### config.mk
export PLATFORM = sky130hd
export DESIGN_NAME = control_minado
export DESIGN_NICKNAME = d
export VERILOG_FILES = /design/src/rtl/control_minado.sv
export SDC_FILE = /design/constraint.sdc
export NUM_CORES = 1
export LEC_CHECK = 0
export CELL_PAD_IN_SITES_DETAIL_PLACEMENT = 1
export CELL_PAD_IN_SITES_GLOBAL_PLACEMENT = 2
export CORE_MARGIN = 5
export CORE_UTILIZATION = 32
export CTS_BUF_LIST = sky130_fd_sc_hd__clkbuf_8
export DETAILED_ROUTE_END_ITERATION = 12
export GPL_TIMING_DRIVEN = 0
export PLACE_DENSITY = 0.85
export SLEW_MARGIN = 15
export SYNTH_ARGS = -nofsm -noshare
export SYNTH_HDL_FRONTEND = slang
export SYNTH_SLANG_ARGS = --single-unit
### constraint.sdc
create_clock -name clk_i -period 6.5 [get_ports clk_i]
set_clock_uncertainty 0.15 [all_clocks]
set_input_delay 1.3 -clock clk_i [delete_from_list [all_inputs] [get_ports clk_i]]
set_output_delay 1.3 -clock clk_i [all_outputs]
set_load 0.02 [all_outputs]
### src/rtl/control_minado.sv
// Nonce-search sequencer: sweeps a 32-bit nonce through the hash core and stops on
// the first hash below target, on nonce exhaustion, or on a core timeout.
module control_minado #(
    parameter logic [31:0] MAX_NONCE    = 32'hFFFF_FFFF,
    parameter logic [15:0] CORE_TIMEOUT = 16'd1024
) (
    input  logic        clk_i,
    input  logic        reset_i,
    input  logic        inicio_i,
    input  logic [95:0] bloque_bytes_i,
    input  logic [7:0]  target_i,
    output logic        core_inicio_o,
    output logic [95:0] core_bloque_o,
    input  logic        core_listo_i,
    input  logic [23:0] core_hash_i,
    output logic        terminado_o,
    output logic        encontrado_o,
    output logic        error_timeout_o,
    output logic [31:0] nonce_out_o,
    output logic [23:0] hash_o,
    output logic [31:0] ciclos_o,
    output logic [31:0] intentos_o
);

    typedef enum logic [2:0] {IDLE, CARGA, LANZA, ESPERA, COMPARA, FIN} state_t;

    state_t      state_q;
    logic [63:0] base_q;
    logic [7:0]  target_q;
    logic [31:0] nonce_q, nonce_d;
    logic [15:0] to_q;
    logic        core_inicio_q;
    logic [95:0] core_bloque_q;
    logic        terminado_q, encontrado_q, error_to_q;
    logic [31:0] nonce_out_q;
    logic [23:0] hash_q;
    logic [31:0] ciclos_q, ciclos_d;
    logic [31:0] intentos_q, intentos_d;
    logic        hit_d;

    // The low 32 block bits are always overwritten by the nonce.
    logic unused_bits;
    assign unused_bits = ^bloque_bytes_i[31:0];

    function automatic logic [31:0] sat_inc(input logic [31:0] v);
        return (v == 32'hFFFF_FFFF) ? v : v + 32'd1;
    endfunction

    always_comb begin
        nonce_d    = nonce_q + 32'd1;
        ciclos_d   = sat_inc(ciclos_q);
        intentos_d = sat_inc(intentos_q);
        hit_d      = hash_q[23:16] < target_q;
    end

    always_ff @(posedge clk_i) begin
        if (reset_i) begin
            state_q       <= IDLE;
            base_q        <= '0;
            target_q      <= '0;
            nonce_q       <= '0;
            to_q          <= '0;
            core_inicio_q <= 1'b0;
            core_bloque_q <= '0;
            terminado_q   <= 1'b0;
            encontrado_q  <= 1'b0;
            error_to_q    <= 1'b0;
            nonce_out_q   <= '0;
            hash_q        <= '0;
            ciclos_q      <= '0;
            intentos_q    <= '0;
        end else begin
            core_inicio_q <= 1'b0;
            if (state_q inside {CARGA, LANZA, ESPERA, COMPARA})
                ciclos_q <= ciclos_d;
            unique case (state_q)
                IDLE: begin
                    if (inicio_i) begin
                        base_q       <= bloque_bytes_i[95:32];
                        target_q     <= target_i;
                        nonce_q      <= '0;
                        ciclos_q     <= '0;
                        intentos_q   <= '0;
                        encontrado_q <= 1'b0;
                        error_to_q   <= 1'b0;
                        state_q      <= CARGA;
                    end
                end
                CARGA: begin
                    core_bloque_q <= {base_q, nonce_q};
                    core_inicio_q <= 1'b1;
                    state_q       <= LANZA;
                end
                LANZA: begin
                    to_q    <= '0;
                    state_q <= ESPERA;
                end
                ESPERA: begin
                    // A result in the same cycle as the timeout still counts.
                    if (core_listo_i) begin
                        hash_q      <= core_hash_i;
                        nonce_out_q <= nonce_q;
                        state_q     <= COMPARA;
                    end else if (CORE_TIMEOUT != 16'd0 && to_q == CORE_TIMEOUT - 16'd1) begin
                        error_to_q   <= 1'b1;
                        encontrado_q <= 1'b0;
                        terminado_q  <= 1'b1;
                        state_q      <= FIN;
                    end else begin
                        to_q <= to_q + 16'd1;
                    end
                end
                COMPARA: begin
                    intentos_q <= intentos_d;
                    if (hit_d) begin
                        encontrado_q <= 1'b1;
                        terminado_q  <= 1'b1;
                        state_q      <= FIN;
                    end else if (nonce_q == MAX_NONCE) begin
                        encontrado_q <= 1'b0;
                        terminado_q  <= 1'b1;
                        state_q      <= FIN;
                    end else begin
                        nonce_q       <= nonce_d;
                        core_bloque_q <= {base_q, nonce_d};
                        core_inicio_q <= 1'b1;
                        state_q       <= LANZA;
                    end
                end
                FIN: begin
                    // Wait for inicio to drop so a held request cannot restart the sweep.
                    if (!inicio_i) begin
                        terminado_q <= 1'b0;
                        state_q     <= IDLE;
                    end
                end
                default: state_q <= IDLE;
            endcase
        end
    end

    assign core_inicio_o   = core_inicio_q;
    assign core_bloque_o   = core_bloque_q;
    assign terminado_o     = terminado_q;
    assign encontrado_o    = encontrado_q;
    assign error_timeout_o = error_to_q;
    assign nonce_out_o     = nonce_out_q;
    assign hash_o          = hash_q;
    assign ciclos_o        = ciclos_q;
    assign intentos_o      = intentos_q;

endmodule

Word level (Yosys, flattened, before mapping):

Cells that the tools add are included.

* bits in registers: 343
* input bits: 132
* output and inout port bits: 220
* word-level logic and storage cells: 95

* add/sub/neg operators: 4
* order comparisons: 1
* equal/unequal tests: 19
* muxes and demuxes: 39
* reductions and logical operators: 18

Operator list (number)
* 32-bit 2-to-1 mux: 8
* 96-bit 2-to-1 mux: 2
* 96-bit one-hot mux with 2 select lines: 1
* 32-bit one-hot mux with 2 select lines: 2
* 32-bit by 1-bit adder with 32-bit output, second input constant: 3
* 32-bit equality test, second input constant: 3
* 16-bit 2-to-1 mux: 2
* 16-bit one-hot mux with 2 select lines: 1
* 3-bit 2-to-1 mux: 6
* 3-bit one-hot mux with 6 select lines: 1
* 16-bit by 1-bit adder with 16-bit output, second input constant: 1
* 16-bit by 10-bit equality test with 1-bit output, second input constant: 1
* 2-bit inequality test, second input constant: 7
* 1-bit 2-to-1 mux: 12
* 3-bit AND reduction: 4
* 5-bit AND reduction: 2
* 8-bit less-than comparator: 1
* 4-bit AND reduction: 2
* 2-bit nonzero test: 4
* 3-bit by 2-bit equality test with 1-bit output, second input constant: 2
* 3-bit equality test, second input constant: 2
* 3-bit by 2-bit inequality test with 1-bit output, second input constant: 2
* 1-bit one-hot mux with 3 select lines: 2
* 3-bit nonzero test: 2
* other kinds (6): 8

Depth between registers and ports, before layout:

* depth in word-level cells: 5
* mapped depth: 11
* gate-level depth less buffers: 8

Least setup slack after synthesis:

OpenSTA, ideal clock, no wires.

* path type: input port to flip-flop
* start point: input inicio_i
* end point: register intentos_q[27], in the netlist intentos_o[27]
* library setup time: 0.116 ns
* arrival: 2.533 ns
* data required time: 6.234 ns
* setup slack: 3.701 ns
* cell stages on the path: 6
* path buffers: 1
* path through: o21ai_1 -> or4_1 -> clkbuf_1 -> nor3b_2 -> a31oi_1 -> a41o_1

* longest elaborated chain between the ends: 2

Ends and longest elaborated chain
* start, declared: RTL line 9 `input logic inicio_i,`
* 2-bit inequality test (no source line)
* 3-bit AND reduction (no source line)
* end signal, assigned: RTL line 114 `intentos_q <= intentos_d;`
* end, declared: RTL line 38 `logic [31:0] intentos_q, intentos_d;`

No other way between the ends.
A chain may end at the register's enable or synchronous reset.

Worst setup path in the final report:

* start point: input core_listo_i
* end point: register hash_q[21], in the netlist hash_o[21]

* longest elaborated chain between the ends: 1

Ends and longest elaborated chain
* start, declared: RTL line 14 `input logic core_listo_i,`
* 2-bit AND reduction (no source line)
* end signal, assigned: RTL line 101 `hash_q <= core_hash_i;`
* end, declared: RTL line 36 `logic [23:0] hash_q;`

No other way between the ends.

==> impl_results.md <==
- Clock-pin transition on the worst setup and hold timing paths: around 60 ps
- Number of global-route vias before repair: 16620
- Slew HR: 0.2446
- CP peak stage delay: approximately 830 ps
- Final Cycle Share: 0.5478
- Post-synth cell types: 70
- Reg2reg setup slack: between 3000 and 4000 ps
- Pin slew with the least headroom to its limit: about 1100 ps
- Synth Register Bits: ~340
- Worst r2r src: target_q[2]$_SDFFE_PP0P_
- H-tree levels: 3
- CTS tree: yes
- Number of I/O port buffers: between 300 and 400
- Drt first pass iters: 5
- Fraction of layout cells with a size suffix above 1: 0.07209
- Syn Nets: a little over 2000
- Global placement routability congestion: around 0.84
- Final WL: about 60000 microns
- Largest net degree at the start of global routing: 11
- Max VDD drop: roughly 0.14 mV
- Drt drc: 0
- Sequential share of the synthesized area: 0.4414
- CP Class: input port to register
- Worst-path fanout max: 10
- Die ar.: 0.05312 sq mm
- Crit end category: register
- Outcome: complete, no violations
- Hold_sp: hash_o[7]$_SDFFE_PP0P_
- Total CTS buffers: between 60 and 70
- I/O pin total: approximately 350
- First-pass GRT wire length: between 90000 and 100000 microns
- Crit path DAT: a little under 4000 ps
- Postcts setup bufs: 0
- Gr usage total: 0.2203
- Core ar.: 0.04795 sq mm
- Max Cap Viol: 0
- Max-slew violation count: 0
- Worst-skew pair later-pin latency: 650 ps
- Post-layout util: 0.4343
- Antenna fix cells: 0
- Area growth from synthesis to layout: 33.85%
- Wire length per cell after detailed routing: between 20 and 25 microns
- Post-synth EDFFs: 0
- CTS Hold Buffers Added: 0
- Global route overflow: 0
- Die H: about 230 microns
- # resized after CTS: 0
- Crit path max-delay family: buffers and inverters
- Rows: 80
- Clk buf depth: 3
- Fmax: roughly 0.28 GHz
- # fillers: 5786
- Hold path endpoint: hash_o[7]$_SDFFE_PP0P_
- Worst min path class: register to register
- Fin crit period: 3561 ps
- Vias: roughly 16000
- Final #Nets: between 2000 and 2500
- Worst R2R End: core_bloque_o[75]$_SDFFE_PP0P_
- Vias/cell: 5.335
- FF-to-FF path depth: 10
- CP Launch Type: input port
- Cells after Synth: slightly below 2000
- Most common cell after layout, fill and taps aside: dfxtp_1
- Worst path bufs/invs: 4
- Leakage: around 7.1 nW
- Total negative slack: 0 ps
- CTS root buf: clkbuf_8
- Top FF cell, synth: dfxtp_1
- Synth Warn #: 0
- Initial Util: 0.3245
- Initial antenna violation count: 0
- Placed wire-length estimate: between 40000 and 50000 microns
- Setup Viol. Count Final: 0
- CTS Sinks: roughly 340
- Most common cell on crit path: clkbuf_1
- Final hold vios: 0
- Most frequent cells in the layout: dfxtp_1 (343), nand2_1 (331), clkdlybuf4s50_1 (319), nor2_1 (280), a21oi_1 (180)
- CP max-delay cell: nor3_1
- Synth Cell Area: approximately 0.016 sq mm
- Worst path required time: 6920 ps
- Power per cell area: between 200 and 250 mW/mm^2
- Hold depth: 2
- Critical-path cell list: clkdlybuf4s50_1 -> inv_1 -> nor3_1 -> clkbuf_1 -> clkbuf_1 -> nand2_1 -> a21oi_1
- Die Wd: roughly 230 microns
- Ys async rst share: 0
- Mean Syn Cell Area: around 8.1 sq um
- Post-DRT Antenna Nets: 0
- DRT iter0 DRCs: 917
- RSZ-0062 raised after global routing: false
## worst min-delay path, cell delays in order, from the launching register on
cell and delay [ps]:
dfxtp_1 310, nand2_1 50, a21oi_1 50
## flip-flops by register name, summed over array words and instances, names as in the netlist, 8 cells and up
name,cells
base_q,64
hash_o,24
ciclos_o,32
intentos_o,32
core_bloque_o,96
nonce_q,32
target_q,8
to_q,16
nonce_out_o,32
## per-layer routing
| layer | global-route usage | up-vias | routed length (microns) |
|---|---|---|---|
| li1 | - | 7583 | - |
| met1 | 0.2740 | 7764 | 25930 |
| met2 | 0.3728 | 420 | 28730 |
| met3 | 0.06083 | 94 | 4072 |
| met4 | 0.06800 | 0 | 1700 |
| met5 | 0 | - | 0 |
## through the flow
| stage | worst slack (ps) | total power, mW | cells | hold WS [ps] | cell area (sq um) |
|---|---|---|---|---|---|
| final | 2939 | 5.087 | 2973 | 302.7 | 20820 |
| after global routing | 2766 | 5.322 | 2973 | 326.6 | 20820 |
| after CTS | 2935 | 5.159 | 2973 | 309.3 | 20820 |
| after detailed placement | 2234 | 3.006 | 2856 | 298.9 | 19530 |
| after global placement | 2293 | 2.986 | 2856 | 293.5 | 19520 |
| after floorplan | 3701 | 2.671 | 1922 | 283.3 | 15560 |
## worst max-delay path by stage
stage	start	to	slack, ps	cells past startpoint
floorplan	inicio_i	intentos_o[27]$_SDFFE_PP0P_	3700	6
global placement	core_listo_i	nonce_out_o[0]$_SDFFE_PP0P_	2290	7
detailed placement	core_listo_i	hash_o[21]$_SDFFE_PP0P_	2230	7
CTS	core_listo_i	hash_o[21]$_SDFFE_PP0P_	2930	7
global route	core_listo_i	nonce_out_o[24]$_SDFFE_PP0P_	2770	7
finish	core_listo_i	hash_o[21]$_SDFFE_PP0P_	2940	7
## Yosys cell counts, types with 4 or more instances
cell type | number | area share
nor3b_1 | 4 | 0.0019
or3_1 | 19 | 0.0076
a21o_1 | 5 | 0.0024
nand3_1 | 42 | 0.014
o21ai_0 | 30 | 0.0097
nor4_1 | 13 | 0.0052
nand3b_1 | 11 | 0.0053
clkbuf_1 | 111 | 0.027
nand2_1 | 331 | 0.080
and4_1 | 11 | 0.0062
inv_1 | 25 | 0.0060
buf_4 | 8 | 0.0039
a221oi_1 | 66 | 0.037
nor3_1 | 39 | 0.013
xor2_1 | 24 | 0.014
or4_1 | 5 | 0.0024
a31oi_1 | 11 | 0.0044
nand4_1 | 33 | 0.013
a221oi_2 | 17 | 0.016
dfxtp_1 | 343 | 0.44
a21oi_1 | 180 | 0.058
and3_1 | 17 | 0.0068
a41oi_1 | 4 | 0.0023
xnor2_1 | 68 | 0.038
a211oi_1 | 16 | 0.0077
buf_2 | 27 | 0.0087
nor2_1 | 280 | 0.068
buf_6 | 4 | 0.0029
a22oi_1 | 83 | 0.040
a311oi_1 | 15 | 0.0084
ha_1 | 12 | 0.0097
nand2b_1 | 5 | 0.0020
and2_1 | 8 | 0.0032
nor2b_1 | 4 | 0.0016
## power by group
group | switching [mW] | total (mW) | internal [mW] | leakage, nW
logic | 0.472 | 0.718 | 0.246 | 3.59
registers | 0.0624 | 2.24 | 2.18 | 2.78
clock network | 0.979 | 2.13 | 1.15 | 0.760
total | 1.51 | 5.09 | 3.57 | 7.13
## logic make-up (layout without fill, tap and decap cells)
logic type | count (synthesis) | after routing | synth area share
compound gates | 449 | 449 | 0.1989
simple gates | 845 | 845 | 0.2468
xor+xnor | 92 | 92 | 0.05180
buf+inv | 177 | 613 | 0.04882
flops | 343 | 343 | 0.4414
fa+ha+maj | 12 | 12 | 0.009651
mux | 4 | 4 | 0.002654
## final cells by class
cell class,instances,area (sq um),share of cell area
Multi-Input combinational cell,1402,7936,0.3812
Sequential cell,343,6867,0.3298
Timing Repair Buffer,319,3193,0.1534
Clock buffer,83,1142,0.05486
Tap cell,615,769.5,0.03696
Buffer,152,665.6,0.03197
Clock inverter,34,153.9,0.007391
Inverter,25,93.84,0.004507
Note: power is estimated with default switching activity, not from simulation.
